**config.mk**
```make
export PLATFORM = sky130hd
export DESIGN_NAME = mem_arbiter
export DESIGN_NICKNAME = d
export VERILOG_FILES = /design/src/rtl/def.sv /design/src/rtl/mem_req_slot.sv /design/src/rtl/mem_arbiter.sv
export SDC_FILE = /design/constraint.sdc
export NUM_CORES = 1
export LEC_CHECK = 0
export CORE_MARGIN = 10
export CORE_UTILIZATION = 40
export DETAILED_ROUTE_END_ITERATION = 12
export PLACE_DENSITY_LB_ADDON = 0.12
export RECOVER_POWER = 100
export SLEW_MARGIN = 20
export SYNTH_ARGS = -nofsm -noshare
export SYNTH_HDL_FRONTEND = slang
export SYNTH_SLANG_ARGS = --single-unit
```
**constraint.sdc**
```tcl
create_clock -name clk -period 11.27 [get_ports clk]
set_clock_uncertainty 0.1 [all_clocks]
set_input_delay 1.127 -clock clk [delete_from_list [all_inputs] [get_ports clk]]
set_output_delay 1.127 -clock clk [all_outputs]
set_load 0.02 [all_outputs]
```
**src/rtl/def.sv**
```systemverilog
// Shared memory-request definitions used by the arbiter and its clients.
package def;

  localparam logic MEMREQ_READ  = 1'b0;
  localparam logic MEMREQ_WRITE = 1'b1;

  localparam int MEM_ADDR_W = 32;
  localparam int MEM_DATA_W = 32;

  typedef struct packed {
    logic                    mode;
    logic [MEM_ADDR_W-1:0]   addr;
    logic [MEM_DATA_W-1:0]   wdata;
    logic [MEM_DATA_W/8-1:0] wstrb;
  } mem_req_t;

  typedef enum logic {
    ARB_IDLE,
    ARB_WAIT
  } arb_state_e;

endpackage

```
**src/rtl/mem_req_slot.sv**
```systemverilog
// One-deep request holding slot: captures a request and flags it pending
// until the arbiter issues it.
module mem_req_slot
  import def::*;
#(
  parameter int W = $bits(mem_req_t)
) (
  input  logic         clk,
  input  logic         rst,
  input  logic         set,
  input  logic         clear,
  input  logic [W-1:0] d,
  output logic         pending,
  output logic [W-1:0] q
);

  always_ff @(posedge clk or posedge rst) begin
    if (rst) begin
      pending <= 1'b0;
      q       <= '0;
    end else begin
      if (set) q <= d;
      // clear wins: a request granted in its arrival cycle never lingers
      if (clear)    pending <= 1'b0;
      else if (set) pending <= 1'b1;
    end
  end

endmodule

```
**src/rtl/mem_arbiter.sv**
```systemverilog
// Two-port round-robin arbiter sharing the single-pulse memory request
// bus between the core path (port 0) and the virtio DMA engine (port 1).
module mem_arbiter
  import def::*;
#(
  parameter int ADDR_W = 32,
  parameter int DATA_W = 32
) (
  input  logic                clk,
  input  logic                rst,
  input  logic                m0_request_enable,
  input  logic                m0_mode,
  input  logic [ADDR_W-1:0]   m0_addr,
  input  logic [DATA_W-1:0]   m0_wdata,
  input  logic [DATA_W/8-1:0] m0_wstrb,
  output logic                m0_response_enable,
  output logic [DATA_W-1:0]   m0_data,
  input  logic                m1_request_enable,
  input  logic                m1_mode,
  input  logic [ADDR_W-1:0]   m1_addr,
  input  logic [DATA_W-1:0]   m1_wdata,
  input  logic [DATA_W/8-1:0] m1_wstrb,
  output logic                m1_response_enable,
  output logic [DATA_W-1:0]   m1_data,
  output logic                mem_request_enable,
  output logic                mem_mode,
  output logic [ADDR_W-1:0]   mem_addr,
  output logic [DATA_W-1:0]   mem_wdata,
  output logic [DATA_W/8-1:0] mem_wstrb,
  input  logic                mem_response_enable,
  input  logic [DATA_W-1:0]   mem_data,
  output logic                busy,
  output logic                owner,
  output logic                protocol_error
);

  localparam int S_W = 1 + ADDR_W + DATA_W + DATA_W / 8;

  arb_state_e state, state_nxt;

  logic [S_W-1:0] req_in [2];
  logic [S_W-1:0] slot_q [2];
  logic [S_W-1:0] grant_data;
  logic [1:0]     req_en, pend, outst, accept, cand, clr;
  logic           rsp_fire, arb_en, grant_any, grant_port, last_grant;

  assign req_in[0] = {m0_mode, m0_addr, m0_wdata, m0_wstrb};
  assign req_in[1] = {m1_mode, m1_addr, m1_wdata, m1_wstrb};
  assign req_en    = {m1_request_enable, m0_request_enable};

  assign busy     = (state == ARB_WAIT);
  assign rsp_fire = busy && mem_response_enable;
  assign arb_en   = !busy || rsp_fire;

  assign outst  = busy ? (owner ? 2'b10 : 2'b01) : 2'b00;
  assign accept = req_en & ~pend & ~outst;
  assign cand   = pend | accept;

  assign grant_any  = arb_en && (|cand);
  assign grant_port = (&cand) ? ~last_grant : cand[1];
  assign clr        = grant_any ? (grant_port ? 2'b10 : 2'b01) : 2'b00;

  // a request may be granted in the cycle it arrives, before the slot holds it
  assign grant_data = pend[grant_port] ? slot_q[grant_port]
                                       : req_in[grant_port];

  for (genvar i = 0; i < 2; i++) begin : g_slot
    mem_req_slot #(.W(S_W)) u_slot (
      .clk     (clk),
      .rst     (rst),
      .set     (accept[i]),
      .clear   (clr[i]),
      .d       (req_in[i]),
      .pending (pend[i]),
      .q       (slot_q[i])
    );
  end

  always_ff @(posedge clk or posedge rst) begin
    if (rst) state <= ARB_IDLE;
    else     state <= state_nxt;
  end

  always_comb begin
    state_nxt = state;
    unique case (state)
      ARB_IDLE: if (|cand) state_nxt = ARB_WAIT;
      ARB_WAIT: if (rsp_fire) state_nxt = (|cand) ? ARB_WAIT : ARB_IDLE;
      default:  state_nxt = ARB_IDLE;
    endcase
  end

  always_ff @(posedge clk or posedge rst) begin
    if (rst) begin
      mem_request_enable <= 1'b0;
      mem_mode           <= 1'b0;
      mem_addr           <= '0;
      mem_wdata          <= '0;
      mem_wstrb          <= '0;
      owner              <= 1'b0;
      last_grant         <= 1'b1;
      m0_response_enable <= 1'b0;
      m1_response_enable <= 1'b0;
      m0_data            <= '0;
      m1_data            <= '0;
      protocol_error     <= 1'b0;
    end else begin
      mem_request_enable <= grant_any;
      if (grant_any) begin
        {mem_mode, mem_addr, mem_wdata, mem_wstrb} <= grant_data;
        owner      <= grant_port;
        last_grant <= grant_port;
      end
      m0_response_enable <= rsp_fire && !owner;
      m1_response_enable <= rsp_fire && owner;
      if (rsp_fire && !owner) m0_data <= mem_data;
      if (rsp_fire && owner)  m1_data <= mem_data;
      if (|(req_en & ~accept)) protocol_error <= 1'b1;
    end
  end

endmodule
```
---- After elaboration in Yosys (flattened, before gate mapping) ----
Cells that the tools add are included.
cells by class
  order comparisons ....................... 2
  muxes and demuxes ....................... 21
  bitwise operators ....................... 10
  reductions and logical operators ........ 12
operator list
  cell                  number
  $mux W69              7
  $mux W1               9
  $mux W2               4
  $and A2 B2 Y2         3
  $not A2 Y2            3
  $logic_and A1 B1 Y1   4
  $reduce_bool A2 Y1    2
  $reduce_or A2 Y1      2
  $ge A2 B2 Y1 const B  1
  $logic_not A1 Y1      2
  $lt A1 B2 Y1 const B  1
  $not A1 Y1            2
  $not A1 Y2            1
  $or A2 B2 Y2          1
  $pmux W1 S2           1
  $reduce_and A2 Y1     1
  $logic_or A1 B1 Y1    1
storage, ports and cells
  register bits after elaboration ......... 280

---- Logic depth before layout (Yosys ltp) ----
Gate-level depths: netlist (run 1).
  depth in word-level cells ............... 12
  mapped depth ............................ 7
  depth with buffers taken out ............ 4

---- Modules after synthesis ----
A second synthesis (run 1) with hierarchy kept.
unflattened totals
  cells, all modules ...................... 1164
  area, all modules ....................... 13519.2 µm²
modules (own cells, without submodules)
  module        instances  cells each  area an instance (µm²)
  mem_arbiter   1          866         7613.6
  mem_req_slot  2          149         2952.8

---- Worst setup path after synthesis (run 1) ----
OpenSTA, ideal clock, no wires.
  path kind ............................... input port to flip-flop
  from .................................... in m1_request_enable
  to ...................................... reg mem_wdata[20]
  arrival time ............................ 2254 ps
  data required time ...................... 11060 ps
  slack ................................... 8805 ps
  stages .................................. 6
  buffers on the path ..................... 2
  path through ............................ a21bo_2 a32oi_2 buf_2 buf_2 nor2_1 o41ai_1
between the ends
  cells in the longest elaborated chain, start to end .. 10
  elaborated cells on any way between the ends .. 17
  classes of those cells .................. 10 x mux; 4 x bitwise; 3 x reduce/logical
ends and longest elaborated chain
  item                                       line                                  source
  start: declaration                         mem_arbiter.sv:18                     input logic m1_request_enable,
  $and A2 B2 Y2 * (2 in series)              mem_arbiter.sv:56                     assign accept = req_en & ~pend & ~outst;
  $or A2 B2 Y2 *                             mem_arbiter.sv:57                     assign cand = pend | accept;
  $reduce_and A2 Y1                          mem_arbiter.sv:60                     assign grant_port = (&cand) ? ~last_grant : cand[1];
  $mux W1                                    mem_arbiter.sv:60
  $not A1 Y2 (implied by the code)           mem_arbiter.sv:64, mem_arbiter.sv:65
  $mux W69 (on tied branches) (3 in series)  mem_arbiter.sv:65, mem_arbiter.sv:64
  $mux W69                                   mem_arbiter.sv:64                     assign grant_data = pend[grant_port] ? slot_q[grant_port]
  end signal: assignment                     mem_arbiter.sv:110                    {mem_mode, mem_addr, mem_wdata, mem_wstrb} <= grant_data;
  end: declaration                           mem_arbiter.sv:28                     output logic [DATA_W-1:0] mem_wdata,
Mark *: on every way between the ends. The rest lies on a longest branch, timed or not. The select of a mux whose other input is x is not followed.
A chain may end at the register's enable or synchronous reset.

---- Final worst setup path (run 1) ----
  from .................................... in m1_request_enable
  to ...................................... reg mem_wdata[8]
Same word-level chain as after synthesis.

==> flow_metrics.py, run 1 <==
metrics = {
    "grt": {
        "largest_net_degree_at_the_start_of_global_routing": 130,
        "number_of_global_route_vias_before_repair": 10476,
        "grt_pass1_wl_um": 61700,
        "track_usage_pct": 19.80,
        "antenna_found_initial": 7,
        "overflow": 0,
    },
    "timing": {
        "finalWorstSetupSlack_ps": 4427,
        "timing_max_transition_violations_final": 656,
        "min_period_ps": 6843,
        "timing_hold_violations_final": 0,
        "grt_setup_unrepaired": "no",
        "maxSlewHeadroom_pct": -293.3,
        "tightestPinTransition_ps": 5899,
        "upper_clock_frequency_limit_ghz": 0.1461,
        "timing.setup.tns_ps": 0,
        "setup-violations-final": 0,
        "fin_crit_sh_pct": 60.72,
    },
    "worst_setup_path": {
        "cp_cell_sequence": "dlygate4sd3_1, a21boi_0, clkbuf_1, o221ai_4, clkbuf_1, nand2_1, o31ai_1",
        "worstPathRequired_ps": 11400,
        "worstSetupEndpointType": "flop",
        "worst_setup_path_start_kind": "input port",
        "critPathMaxStageDelay_ps": 2710,
        "r2r-start": "g_slot[1].u_slot.pending$_DFFE_PP0P_",
        "cp-startpoint": "m1_request_enable",
        "crit_path_frequent_cell": "clkbuf_1",
        "worst-r2r-setup-slack_ps": 4840,
        "arrival_ps": 6970,
        "worst_path_max_delay_cell": "clkbuf_1",
        "timing.critical_path.fanout_max": 82,
        "worst-setup-path-type": "input port to flop",
    },
    "placed_design": {
        "dp_hpwl_um": 25370,
        "gp_congestion": 0.7763,
        "placement.setup.worst_slack_ps": 7140,
        "io_buffer_count": 313,
    },
    "clock_tree": {
        "number_of_clock_sinks_seen_by_cts": 280,
        "clockBufferDepth": 3,
        "post_cts_resize_count": 0,
        "tritoncts_clock_tree": "built",
        "ctsRootBufferMaster": "clkbuf_16",
        "cts_buffers": 34,
        "insertion_delay_ps": 500,
        "cts.clk_slew.worst_paths_ps": 50,
        "cts_htree_levels": 2,
        "hold_buffers": 0,
        "cts_setup_buffers": 0,
    },
    "layout": {
        "design.final.nets": 1735,
        "regArea_mm2": 0.007015,
        "drive_gt1_share_pct": 10.79,
        "post-route-util_pct": 55.43,
        "multi_input_comb_area_mm2": 0.005116,
        "fill_cells": 2709,
        "area_growth_syn_to_layout_pct": 36.16,
    },
    "yosys": {
        "post-synth-top-count-cell": "nand2_1",
        "mappedNetlistNets": 1475,
        "post_synth_main_area_contributors": "dfrtp_1 56%, nand2_1 11%, mux2_2 9.3%, a21oi_1 5.6%, o31ai_1 4.1%",
        "synth-edff-count": 0,
        "synthesis.area_per_instance_um2": 9.629,
        "main_synth_ff_type": "dfrtp_1",
        "synth.top_cells.by_count": "375 x nand2_1, 279 x dfrtp_1, 140 x a21oi_1",
        "synth_seq_area_share_pct": 55.98,
        "synth-async-reset-ratio_pct": 100.0,
        "yosysTopAreaCellShare_pct": 55.77,
        "post_synth_num_cell_types": 29,
        "warnings_from_yosys": 0,
        "synth_area_mm2": 0.01252,
        "ys_ff_latch": 280,
        "synthCells": 1300,
        "synth_top_cell_by_area": "dfrtp_1",
    },
    "run_status": {
        "outcome": "finished with violations",
        "failing_checks": "capacitance limit, slew limit",
    },
    "worst_hold_path": {
        "worst_hold_startpoint": "mem_addr[27]$_DFFE_PP0N_",
        "class_of_the_tightest_hold_or_removal_check": "flop to flop",
    },
    "detailed_routing": {
        "remaining_drc_errors": 0,
        "routed_wirelength_um": 39150,
        "ant_nets": 0,
        "drtIter0Drc": 677,
        "detail_route.wl_per_cell_um": 19.72,
        "vias": 10309,
        "drt_pre_antenna_iters": 5,
        "avgViaCountPerCell": 5.193,
    },
    "die": {
        "number_of_top_level_design_ports": 314,
        "die_h_um": 196.9,
        "die_w_um": 196.9,
        "initial_utilization_pct": 40.71,
        "std_cell_rows": 64,
        "core_region_area_mm2": 0.03075,
        "die_area_mm2": 0.03877,
    },
    "power_and_ir_drop": {
        "pwr_per_cell_area_mw_per_mm2": 318.9,
        "leakagePower_nw": 7.632,
        "vdd.ir_drop.worst_mv": 0.1839,
    },
    "run": {
        "cap_violations": 9,
    },
}
stage by stage:
stage               hold slack (ps)  area [µm²]  total power [W]  std cells
floorplan                     346.3       12520         0.003365       1300
global placement              356.9       15900         0.004322       1920
detailed placement            362.2       15900         0.004372       1920
CTS                           376.1       17090         0.005561       1981
global route                  389.6       17040         0.005825       1982
finish                        364.3       17050         0.005436       1985
layer usage:
layer  track usage, %  part of all wire, %  vias to the layer above
met1            25.85                   43                     4989
met5                0                 0.12                        -
met4            4.329                  1.5                        6
met3            8.399                   10                       43
met2            30.00                   45                      315
li1                 -                    -                     4956
worst paths after layout:
check                                                       endpoint  cells past startpoint
worst max-delay path                        mem_wdata[8]$_DFFE_PP0N_                      7
worst min-delay path                        mem_addr[27]$_DFFE_PP0N_                      2
worst max register to register            protocol_error$_DFFE_PP0P_                      3
worst min register to register              mem_addr[27]$_DFFE_PP0N_                      2
max in group asynchronous       g_slot[1].u_slot.pending$_DFFE_PP0P_                      2
min in group asynchronous                   mem_addr[10]$_DFFE_PP0N_                      2
final cells by class:
type	instances	area share (%)
flip-flops and latches	280	41.16
multi-input cells	916	30.02
repair buffers	324	18.76
clock buffers	50	5.953
well taps	396	2.907
clock inverters	11	1.057
inverters	4	0.09543
diodes	4	0.05872
report_power, final:
part           internal, W  switching (W)  leakage (nW)
Sequential         0.00152       0.000316          3.38
Combinational      0.00105        0.00139          3.66
Clock             0.000738       0.000421         0.589
Total              0.00331        0.00212          7.63
registers in the layout, indices dropped and copies added (netlist names):
register and flops:
mem_wstrb 4, protocol_error 1, mem_request_enable 1, mem_wdata 32, last_grant 1, owner 1, g_slot.u_slot.pending 2, m1_data 32
m0_response_enable 1, busy 1, m0_data 32, mem_addr 32, mem_mode 1, m1_response_enable 1, g_slot.u_slot.q 138
worst max-delay path: cells and delay by family:
kind / cells / cell delay, ps
buffers and inverters: 3 / 4730
AOI/OAI and AO/OA: 3 / 640
and+or+nand+nor: 1 / 410
layout by cell type, fill, tap and decap left out, types with 2 or more instances in the layout:
| cell type | instances |
|---|---|
| diode_2 | 4 |
| buf_4 | 6 |
| nor2_1 | 73 |
| nand2b_1 | 3 |
| dlygate4sd3_1 | 143 |
| bufinv_16 | 5 |
| clkbuf_1 | 14 |
| o22ai_1 | 69 |
| clkbuf_16 | 37 |
| nand2_1 | 375 |
| clkdlybuf4s50_1 | 170 |
| a21oi_1 | 140 |
| clkinv_2 | 6 |
| o31ai_1 | 68 |
| inv_1 | 2 |
| mux2_2 | 103 |
| nor2b_1 | 71 |
| clkbuf_8 | 4 |
| dfrtp_1 | 278 |
cells by family (layout without fill, tap and decap cells):
group                  after synthesis  in the layout  share of synthesized area [%]
other                                0              4                              0
muxes                              103            103                          9.265
DFF                                280            280                          55.98
AOI/OAI and AO/OA                  286            286                          13.97
buffers and inverters              104            389                          3.358
and+or+nand+nor                    527            527                          17.42
(Power assumes the default switching activity.)
==> inputs of run 2 (changes only) <==
==> constraint.sdc (replaced) <==
create_clock -name clk -period 6.5 [get_ports clk]
set_clock_uncertainty 0.1 [all_clocks]
set_input_delay 0.65 -clock clk [delete_from_list [all_inputs] [get_ports clk]]
set_output_delay 0.65 -clock clk [all_outputs]
set_load 0.02 [all_outputs]
==> run 2 against run 1 <==
Against the previous run: the flow still finishes with violations (capacitance limit, slew limit); largest cell class unchanged; clock power rose by 52%; critical path depth shrank 3; via count down 1.4%; clock-buffer cell count fell by 3.
==> flow_metrics.py, run 2 (synthesis gave the netlist of run 1 again) <==
metrics = {
    "run_status": {
        "failing_checks": "capacitance limit, slew limit",
        "outcome": "finished with violations",
    },
    "clock_tree": {
        "cts.clk_slew.worst_paths_ps": 60,
        "hold_buffers": 0,
        "insertion_delay_ps": 550,
        "cts_setup_buffers": 0,
        "cts_buffers": 31,
        "cts_htree_levels": 1,
        "ctsRootBufferMaster": "clkbuf_16",
        "clockBufferDepth": 3,
        "post_cts_resize_count": 0,
        "number_of_clock_sinks_seen_by_cts": 280,
        "tritoncts_clock_tree": "built",
    },
    "die": {
        "initial_utilization_pct": 40.71,
        "number_of_top_level_design_ports": 314,
        "std_cell_rows": 64,
        "die_h_um": 196.9,
        "die_w_um": 196.9,
        "die_area_mm2": 0.03877,
        "core_region_area_mm2": 0.03075,
    },
    "timing": {
        "upper_clock_frequency_limit_ghz": 0.2187,
        "grt_setup_unrepaired": "no",
        "timing_hold_violations_final": 0,
        "setup-violations-final": 0,
        "maxSlewHeadroom_pct": -111.6,
        "timing.setup.tns_ps": 0,
        "tightestPinTransition_ps": 3174,
        "fin_crit_sh_pct": 70.34,
        "min_period_ps": 4572,
        "timing_max_transition_violations_final": 308,
    },
    "worst_setup_path": {
        "timing.critical_path.fanout_max": 82,
        "worstPathRequired_ps": 6760,
        "worstSetupEndpointType": "flop",
        "worst-setup-path-type": "flop to flop",
        "worst_setup_path_start_kind": "flop",
        "arrival_ps": 4830,
    },
    "detailed_routing": {
        "drt_pre_antenna_iters": 5,
        "ant_nets": 0,
        "drtIter0Drc": 669,
        "routed_wirelength_um": 38490,
        "avgViaCountPerCell": 5.126,
        "remaining_drc_errors": 0,
        "vias": 10165,
        "detail_route.wl_per_cell_um": 19.41,
    },
    "grt": {
        "top_usage_layer": "met2",
        "grt_use_met3_pct": 8.211,
        "track_usage_pct": 19.42,
        "grt_pass1_wl_um": 61060,
        "number_of_global_route_vias_before_repair": 10522,
        "global_routing_met2_resource_utilization_pct": 29.91,
        "antenna_found_initial": 6,
        "largest_net_degree_at_the_start_of_global_routing": 145,
        "overflow": 0,
        "grt_util_met1_pct": 25.31,
    },
    "layout": {
        "area_growth_syn_to_layout_pct": 35.13,
        "layout_common_cells": "375 x nand2_1, 279 x dfrtp_1, 171 x clkdlybuf4s50_1",
        "regArea_mm2": 0.007012,
        "drive_gt1_share_pct": 10.80,
        "max_ffs_per_register": 138,
        "most_common_cell_after_layout_fill_and_taps_aside": "nand2_1",
        "post-route-util_pct": 55.01,
        "multi_input_comb_area_mm2": 0.005124,
        "fill_cells": 2723,
        "largest-register": "g_slot.u_slot.q",
        "design.final.nets": 1735,
        "final_cell_area_mm2": 0.01692,
    },
    "worst_hold_path": {
        "class_of_the_tightest_hold_or_removal_check": "flop to flop",
    },
    "placed_design": {
        "post_dp_cell_area_mm2": 0.01595,
        "gp_congestion": 0.7685,
        "io_buffer_count": 313,
        "dp_hpwl_um": 25900,
    },
    "power_and_ir_drop": {
        "leakagePower_nw": 7.581,
        "finalPower_w": 0.009098,
        "pwr_per_cell_area_mw_per_mm2": 537.8,
        "vdd.ir_drop.worst_mv": 0.2829,
    },
    "run": {
        "cap_violations": 7,
    },
}
## run 2: worst paths after layout
check | to | from | cells after the start | slack (ps)
setup / recovery | mem_addr[8]$_DFFE_PP0N_ | g_slot[1].u_slot.pending$_DFFE_PP0P_ | 4 | 1930
hold / removal | m0_data[7]$_DFFE_PP0P_ | m0_data[7]$_DFFE_PP0P_ | 2 | 360
setup reg to reg | mem_addr[8]$_DFFE_PP0N_ | g_slot[1].u_slot.pending$_DFFE_PP0P_ | 4 | 1930
hold reg to reg | m0_data[7]$_DFFE_PP0P_ | m0_data[7]$_DFFE_PP0P_ | 2 | 360
max in group asynchronous | m0_data[4]$_DFFE_PP0P_ | rst | 3 | 2700
min in group asynchronous | g_slot[0].u_slot.q[26]$_DFFE_PP0P_ | rst | 2 | 450
## run 2: power by group
group / internal [W] / switching (W)
clock: 0.00105 / 0.000704
sequential: 0.00263 / 0.000573
combinational: 0.00179 / 0.00235
total: 0.00547 / 0.00363
## run 2: per-stage QoR
| stage | std cells | hold WS (ps) | setup WS (ps) |
|---|---|---|---|
| finish | 1983 | 363.1 | 1928 |
| global route | 1980 | 391.5 | 1385 |
| CTS | 1979 | 274.5 | 2954 |
| detailed placement | 1923 | 361.3 | 2820 |
| global placement | 1922 | 356.6 | 2836 |
| floorplan | 1300 | 346.3 | 2043 |
## run 2: area by class of cell
cell class | instances | share of cell area [%]
tap | 396 | 2.929
sequential | 280 | 41.45
timing repair buffer | 327 | 19.13
clock buffer | 47 | 5.473
multi-input combinational | 916 | 30.29
antenna | 4 | 0.05917
inverter | 4 | 0.09615
clock inverter | 9 | 0.5769
## run 2: worst max-delay path, cell delays in order, from the launching register on
cell and delay (ps):
dfrtp_1 1200, or4b_1 900, o221ai_4 750, clkbuf_1 1160, o31ai_1 220
## run 2: per-layer routing
metal | routed length, µm | vias up
li1 | - | 4944
met4 | 469 | 4
met1 | 16840 | 4911
met2 | 17310 | 274
met5 | 27 | -
met3 | 3835 | 32
